$ cat src/rtl/jtyiear_pkg.sv
// Shared types for the Yie Ar graphics ROM fetcher.
// FSM encoding, slot ids and SDRAM address helper.
package jtyiear_pkg;

  typedef enum logic [1:0] {
    ST_IDLE,
    ST_REQ,
    ST_LO,
    ST_HI
  } state_t;

  localparam logic SLOT_SCR = 1'b0;
  localparam logic SLOT_OBJ = 1'b1;

  function automatic logic [21:0] rom_addr(
    input logic [21:0] base,
    input logic [13:0] word
  );
    return base + {7'd0, word, 1'b0};
  endfunction

endpackage

$ cat src/rtl/jtyiear_gfx_rom_if.sv
// Video-side ROM port: address/select in, data/ok out.
// master drives the request, slave answers from cache.
interface jtyiear_gfx_rom_if #(
  parameter int AW = 13
);
  logic [AW-1:0] addr;
  logic          cs;
  logic [31:0]   data;
  logic          ok;

  modport master (
    output addr,
    output cs,
    input  data,
    input  ok
  );

  modport slave (
    input  addr,
    input  cs,
    output data,
    output ok
  );
endinterface

$ cat src/rtl/jtyiear_rom_slot.sv
// One-entry cache for a single ROM consumer.
// Reports hit as ok and raises pend on a miss.
module jtyiear_rom_slot #(
  parameter int AW = 13
) (
  input  logic          clk,
  input  logic          rst_n,
  jtyiear_gfx_rom_if.slave bus,
  input  logic          we,
  input  logic [AW-1:0] wtag,
  input  logic [31:0]   wdata,
  output logic          pend
);

  logic [AW-1:0] tag_q, tag_d;
  logic [31:0]   data_q, data_d;
  logic          valid_q, valid_d;
  logic          hit;

  // Load a completed fill into the entry.
  always_comb begin
    tag_d   = tag_q;
    data_d  = data_q;
    valid_d = valid_q;
    if (we) begin
      tag_d   = wtag;
      data_d  = wdata;
      valid_d = 1'b1;
    end
  end

  // Cache entry registers.
  always_ff @(posedge clk or negedge rst_n) begin
    if (!rst_n) begin
      tag_q   <= '0;
      data_q  <= '0;
      valid_q <= 1'b0;
    end else begin
      tag_q   <= tag_d;
      data_q  <= data_d;
      valid_q <= valid_d;
    end
  end

  assign hit =
    valid_q && (tag_q == bus.addr) && bus.cs;

  assign bus.ok   = hit;
  assign bus.data = data_q;
  assign pend     = bus.cs && !hit;

endmodule

$ cat src/rtl/jtyiear_gfx_rom.sv
// Scroll/object ROM fetcher over a shared SDRAM port.
// Round-robin arbiter and 32-bit two-halfword fill FSM.
module jtyiear_gfx_rom
  import jtyiear_pkg::*;
#(
  parameter logic [21:0] SCR_OFFSET = 22'h00_0000,
  parameter logic [21:0] OBJ_OFFSET = 22'h00_4000
) (
  input  logic        clk,
  input  logic        rst_n,
  input  logic [12:0] scr_addr,
  output logic [31:0] scr_data,
  output logic        scr_ok,
  input  logic        obj_cs,
  input  logic [13:0] obj_addr,
  output logic [31:0] obj_data,
  output logic        obj_ok,
  output logic        sdram_req,
  output logic [21:0] sdram_addr,
  input  logic        sdram_ack,
  input  logic        data_rdy,
  input  logic [15:0] sdram_din
);

  jtyiear_gfx_rom_if #(.AW(13)) scr_bus ();
  jtyiear_gfx_rom_if #(.AW(14)) obj_bus ();

  assign scr_bus.addr = scr_addr;
  assign scr_bus.cs   = 1'b1;
  assign scr_data     = scr_bus.data;
  assign scr_ok       = scr_bus.ok;

  assign obj_bus.addr = obj_addr;
  assign obj_bus.cs   = obj_cs;
  assign obj_data     = obj_bus.data;
  assign obj_ok       = obj_bus.ok;

  state_t      state_q, state_d;
  logic        sel_q, sel_d;
  logic        last_q, last_d;
  logic [13:0] tag_q, tag_d;
  logic [15:0] lo_q, lo_d;
  logic        req_q, req_d;
  logic [21:0] addr_q, addr_d;

  logic        scr_pend, obj_pend;
  logic        scr_we, obj_we;
  logic [31:0] fill_data;

  assign fill_data = {sdram_din, lo_q};

  jtyiear_rom_slot #(.AW(13)) u_scr (
    .clk   (clk),
    .rst_n (rst_n),
    .bus   (scr_bus.slave),
    .we    (scr_we),
    .wtag  (tag_q[12:0]),
    .wdata (fill_data),
    .pend  (scr_pend)
  );

  jtyiear_rom_slot #(.AW(14)) u_obj (
    .clk   (clk),
    .rst_n (rst_n),
    .bus   (obj_bus.slave),
    .we    (obj_we),
    .wtag  (tag_q),
    .wdata (fill_data),
    .pend  (obj_pend)
  );

  // Arbitrate, drive the SDRAM request, collect halfwords.
  always_comb begin
    state_d = state_q;
    sel_d   = sel_q;
    last_d  = last_q;
    tag_d   = tag_q;
    lo_d    = lo_q;
    req_d   = req_q;
    addr_d  = addr_q;
    scr_we  = 1'b0;
    obj_we  = 1'b0;
    unique case (state_q)
      ST_IDLE: begin
        if (scr_pend || obj_pend) begin
          if (scr_pend &&
              (!obj_pend || last_q == SLOT_OBJ)) begin
            sel_d  = SLOT_SCR;
            tag_d  = {1'b0, scr_addr};
            addr_d = rom_addr(SCR_OFFSET,
                              {1'b0, scr_addr});
          end else begin
            sel_d  = SLOT_OBJ;
            tag_d  = obj_addr;
            addr_d = rom_addr(OBJ_OFFSET, obj_addr);
          end
          last_d  = sel_d;
          req_d   = 1'b1;
          state_d = ST_REQ;
        end
      end
      ST_REQ: begin
        if (sdram_ack) begin
          req_d   = 1'b0;
          state_d = ST_LO;
        end
      end
      ST_LO: begin
        if (data_rdy) begin
          lo_d    = sdram_din;
          state_d = ST_HI;
        end
      end
      ST_HI: begin
        if (data_rdy) begin
          scr_we  = (sel_q == SLOT_SCR);
          obj_we  = (sel_q == SLOT_OBJ);
          state_d = ST_IDLE;
        end
      end
      default: state_d = ST_IDLE;
    endcase
  end

  // Transaction state registers.
  always_ff @(posedge clk or negedge rst_n) begin
    if (!rst_n) begin
      state_q <= ST_IDLE;
      sel_q   <= SLOT_SCR;
      last_q  <= SLOT_OBJ;
      tag_q   <= '0;
      lo_q    <= '0;
      req_q   <= 1'b0;
      addr_q  <= '0;
    end else begin
      state_q <= state_d;
      sel_q   <= sel_d;
      last_q  <= last_d;
      tag_q   <= tag_d;
      lo_q    <= lo_d;
      req_q   <= req_d;
      addr_q  <= addr_d;
    end
  end

  assign sdram_req  = req_q;
  assign sdram_addr = addr_q;

endmodule

$ cat config.mk
export PLATFORM = sky130hd
export DESIGN_NAME = jtyiear_gfx_rom
export DESIGN_NICKNAME = d
export VERILOG_FILES = /design/src/rtl/jtyiear_pkg.sv /design/src/rtl/jtyiear_gfx_rom_if.sv /design/src/rtl/jtyiear_rom_slot.sv /design/src/rtl/jtyiear_gfx_rom.sv
export SDC_FILE = /design/constraint.sdc
export NUM_CORES = 1
export LEC_CHECK = 0
export CORE_ASPECT_RATIO = 1.75
export CORE_MARGIN = 3
export CORE_UTILIZATION = 60
export DETAILED_ROUTE_END_ITERATION = 6
export DONT_BUFFER_PORTS = 1
export PLACE_DENSITY = 0.83
export SYNTH_ARGS = -nofsm -noshare
export SYNTH_HDL_FRONTEND = slang
export SYNTH_SLANG_ARGS = --single-unit
$ cat constraint.sdc
create_clock -name clk -period 2.6 [get_ports clk]
set_input_delay 0.39 -clock clk [delete_from_list [all_inputs] [get_ports clk]]
set_output_delay 0.39 -clock clk [all_outputs]
set_load 0.005 [all_outputs]
==> metrics.yaml <==
worst_setup_path:
  end_kind: "output pin"
  crit_fanout: 2
  cp-start-kind: "register"
  arrival_ns: 2.02
  worstSetupPathType: "register to output pin"
  r2r_start: "u_obj.tag_q[8]$_DFFE_PN0P_"
  rrSetupSlack_ns: 0.22
  reg2reg_to: "tag_q[7]$_DFFE_PN0P_"
  cp.required_ns: 2.21
  rr_worst_depth: 6
  crit_start: "u_obj.tag_q[2]$_DFFE_PN0P_"
clock_tree:
  htreeDepth: 4
  ctsResizeCount: 0
  root_buffer: "clkbuf_16"
  clk_latency_ns: 0.41
  cts_sinks: 129
  cts_buffers: 17
  cts_buffer_depth: 2
  post_cts_buffers: 0
  clkTransAtPathRegs_ns: 0.06
  cts_tree: "built"
routing:
  routedLengthMet1_um: 3561
  wl_um: 10760
  dr.max_layer_used: "met4"
  wl_met2_um: 6078
  dr.pass1.iters: 4
  vias: 2970
  drcViolationCount: 0
  drt-initial-drc-count: 150
  wl_met3_um: 925
  viasPerCell: 5.858
  antenna_left: 0
  routedWlPerCell_um: 21.22
yosys:
  synth_seq_cells: 129
  syn_inst: 369
  synth_cell_types: 37
  seq_area_frac_synth_pct: 59.55
  syn-mean-instance-area_um2: 14.70
  synth_area_um2: 5423
  yosys_warnings: 0
layout:
  multi_input_area_um2: 2047
  register_area_um2: 3229
  utilization_pct: 69.43
  nets: 429
  num-fill-cells: 596
  layout_commonest_cell: "dfrtp_1"
  antennaDiodeCount: 0
  final_layout_size_suffix_gt1_share_pct: 44.10
  final_cell_mix: "dfrtp_1 (128), mux2_2 (107), xnor2_1 (27)"
  area_growth_pct: 11.74
sta:
  period_needed_ns: 2.410
  finClkSkew_ns: 0.007680
  rsz0062_at_grt: "no"
  finalSetupViolCount: 0
  slew_headroom_pct: 39.77
  maxSlewViolCount: 0
  tightest_slew_ns: 0.8995
  tns_ns: 0
  post-route-period-util_pct: 92.71
  final_hold_viol_count: 129
  max_freq_mhz: 414.9
  hold_ws_ns: -0.3276
floorplan:
  die_h_um: 131.8
  die-area_um2: 10260
  die_w_um: 77.87
  top_level_ports: 137
  start_util_pct: 62.14
  core_area_um2: 8727
  row_count: 45
run_status:
  failed_checks: "negative hold slack"
  outcome: "finished with violations"
pwr:
  p_leak_uw: 0.002564
  p_per_area_nw_per_um2: 1341
  ir_worst_vdd_uv: 785.5
global_routing:
  grt_pass1_wl_um: 17640
  grt_overflow: 0
  grt_max_degree: 130
  first_global_vias: 3393
  grt_use_total_pct: 22.74
  antenna_found_initial: 0
place:
  hpwl_um: 7661
  port_buffers: 0
  gp_congestion: 0.8834
flow_run:
  cap_violations: 0
hold_path:
  hold_class: "input pin to asynchronous set/reset pin"
==> per-stage QoR <==
step           cells  setup WS (ns)  hold WS, ns  instance area, um^2  power (uW)
3_3_place_gp     475         0.3095      0.09728                 5499        5826
6_report         507         0.1896      -0.3276                 6060        8128
4_1_cts          507         0.1270      -0.3410                 6060        8224
2_1_floorplan    375         0.6871      0.09441                 5445        5429
3_5_place_dp     475         0.2294      0.09721                 5499        5999
5_1_grt          507        0.07526      -0.3481                 6060        8615
==> routing by layer <==
metal | GRT usage [%] | vias to the layer above
li1 | - | 1325
met2 | 40.79 | 111
met4 | 9.505 | 0
met3 | 9.166 | 15
met5 | 0 | -
met1 | 22.72 | 1519
==> worst max path at each step <==
| stage | end | slack (ns) | depth (start not counted) |
|---|---|---|---|
| floorplan | tag_q[5]$_DFFE_PN0P_ | 0.69 | 7 |
| global placement | tag_q[2]$_DFFE_PN0P_ | 0.31 | 6 |
| detailed placement | tag_q[2]$_DFFE_PN0P_ | 0.23 | 6 |
| CTS | obj_ok | 0.13 | 4 |
| global route | tag_q[8]$_DFFE_PN0P_ | 0.08 | 6 |
| finish | obj_ok | 0.19 | 4 |
==> flip-flops by register name, summed over array words and instances, names as in the netlist <==
| register | flops |
|---|---|
| sdram_req | 1 |
| u_scr.tag_q | 13 |
| u_obj.valid_q | 1 |
| u_obj.bus.data | 32 |
| lo_q | 16 |
| u_scr.bus.data | 32 |
| u_scr.valid_q | 1 |
| u_obj.tag_q | 14 |
| tag_q | 13 |
| sdram_addr | 2 |
| sel_q | 1 |
| state_q | 2 |
| last_q | 1 |
==> where the power goes <==
group | internal [uW] | switching, uW
registers | 3040 | 842
clock network | 1270 | 914
logic | 1260 | 798
==> final cells by class <==
class	instances	share of cell area, %
sequential	129	53.29
multi-input combinational	214	33.78
clock buffer	18	7.248
tap	117	2.416
clock inverter	14	2.003
inverter	10	0.6401
timing repair buffer	5	0.6195
==> Yosys cell counts <==
master,n,area [um^2]
nand3_4,1,17.52
nor4_1,1,6.260
o22ai_1,4,25.02
dfstp_2,1,26.28
clkbuf_8,1,13.76
nor2_2,1,6.260
buf_6,2,22.52
o21ai_0,1,5.000
nor4_4,1,21.27
clkbuf_1,11,41.29
o32a_2,1,11.26
nand3_1,3,15.01
o221a_2,6,67.56
nor2_1,2,7.510
a21oi_1,2,10.01
nand3b_1,1,7.510
and2_1,1,6.260
nand2_1,5,18.77
o221a_1,7,78.83
a31oi_1,2,12.51
o21a_4,1,15.01
nand2b_1,3,18.77
o32a_1,1,10.01
mux2_2,107,1205
nand4_1,9,56.30
xnor2_1,27,236.5
or2_2,13,81.33
clkbuf_2,1,5.000
ha_1,4,50.05
o21a_1,1,7.510
buf_4,7,52.55
dfrtp_1,128,3203
clkinv_2,1,5.000
or4_4,1,11.26
inv_1,9,33.78
conb_1,1,3.750
o211ai_1,1,7.510
==> cells by family (layout without fill, tap and decap cells) <==
| family | after synthesis | count (layout) | share of synthesized area, % |
|---|---|---|---|
| muxes | 107 | 107 | 22.22 |
| buffers and inverters | 32 | 47 | 3.207 |
| and+or+nand+nor | 42 | 42 | 5.053 |
| adders and majority gates | 4 | 4 | 0.9230 |
| other | 1 | 7 | 0.06915 |
| DFF | 129 | 129 | 59.55 |
| xor gates and xnor gates | 27 | 27 | 4.361 |
| AOI/OAI and AO/OA | 27 | 27 | 4.614 |
==> critical path: stages, from the launching register on <==
cell and delay [ns]:
dfrtp_1 0.39, xnor2_1 0.30, nand4_1 0.13, nor4_1 0.56, and2_1 0.24
Power figures use the tool's default switching activity.
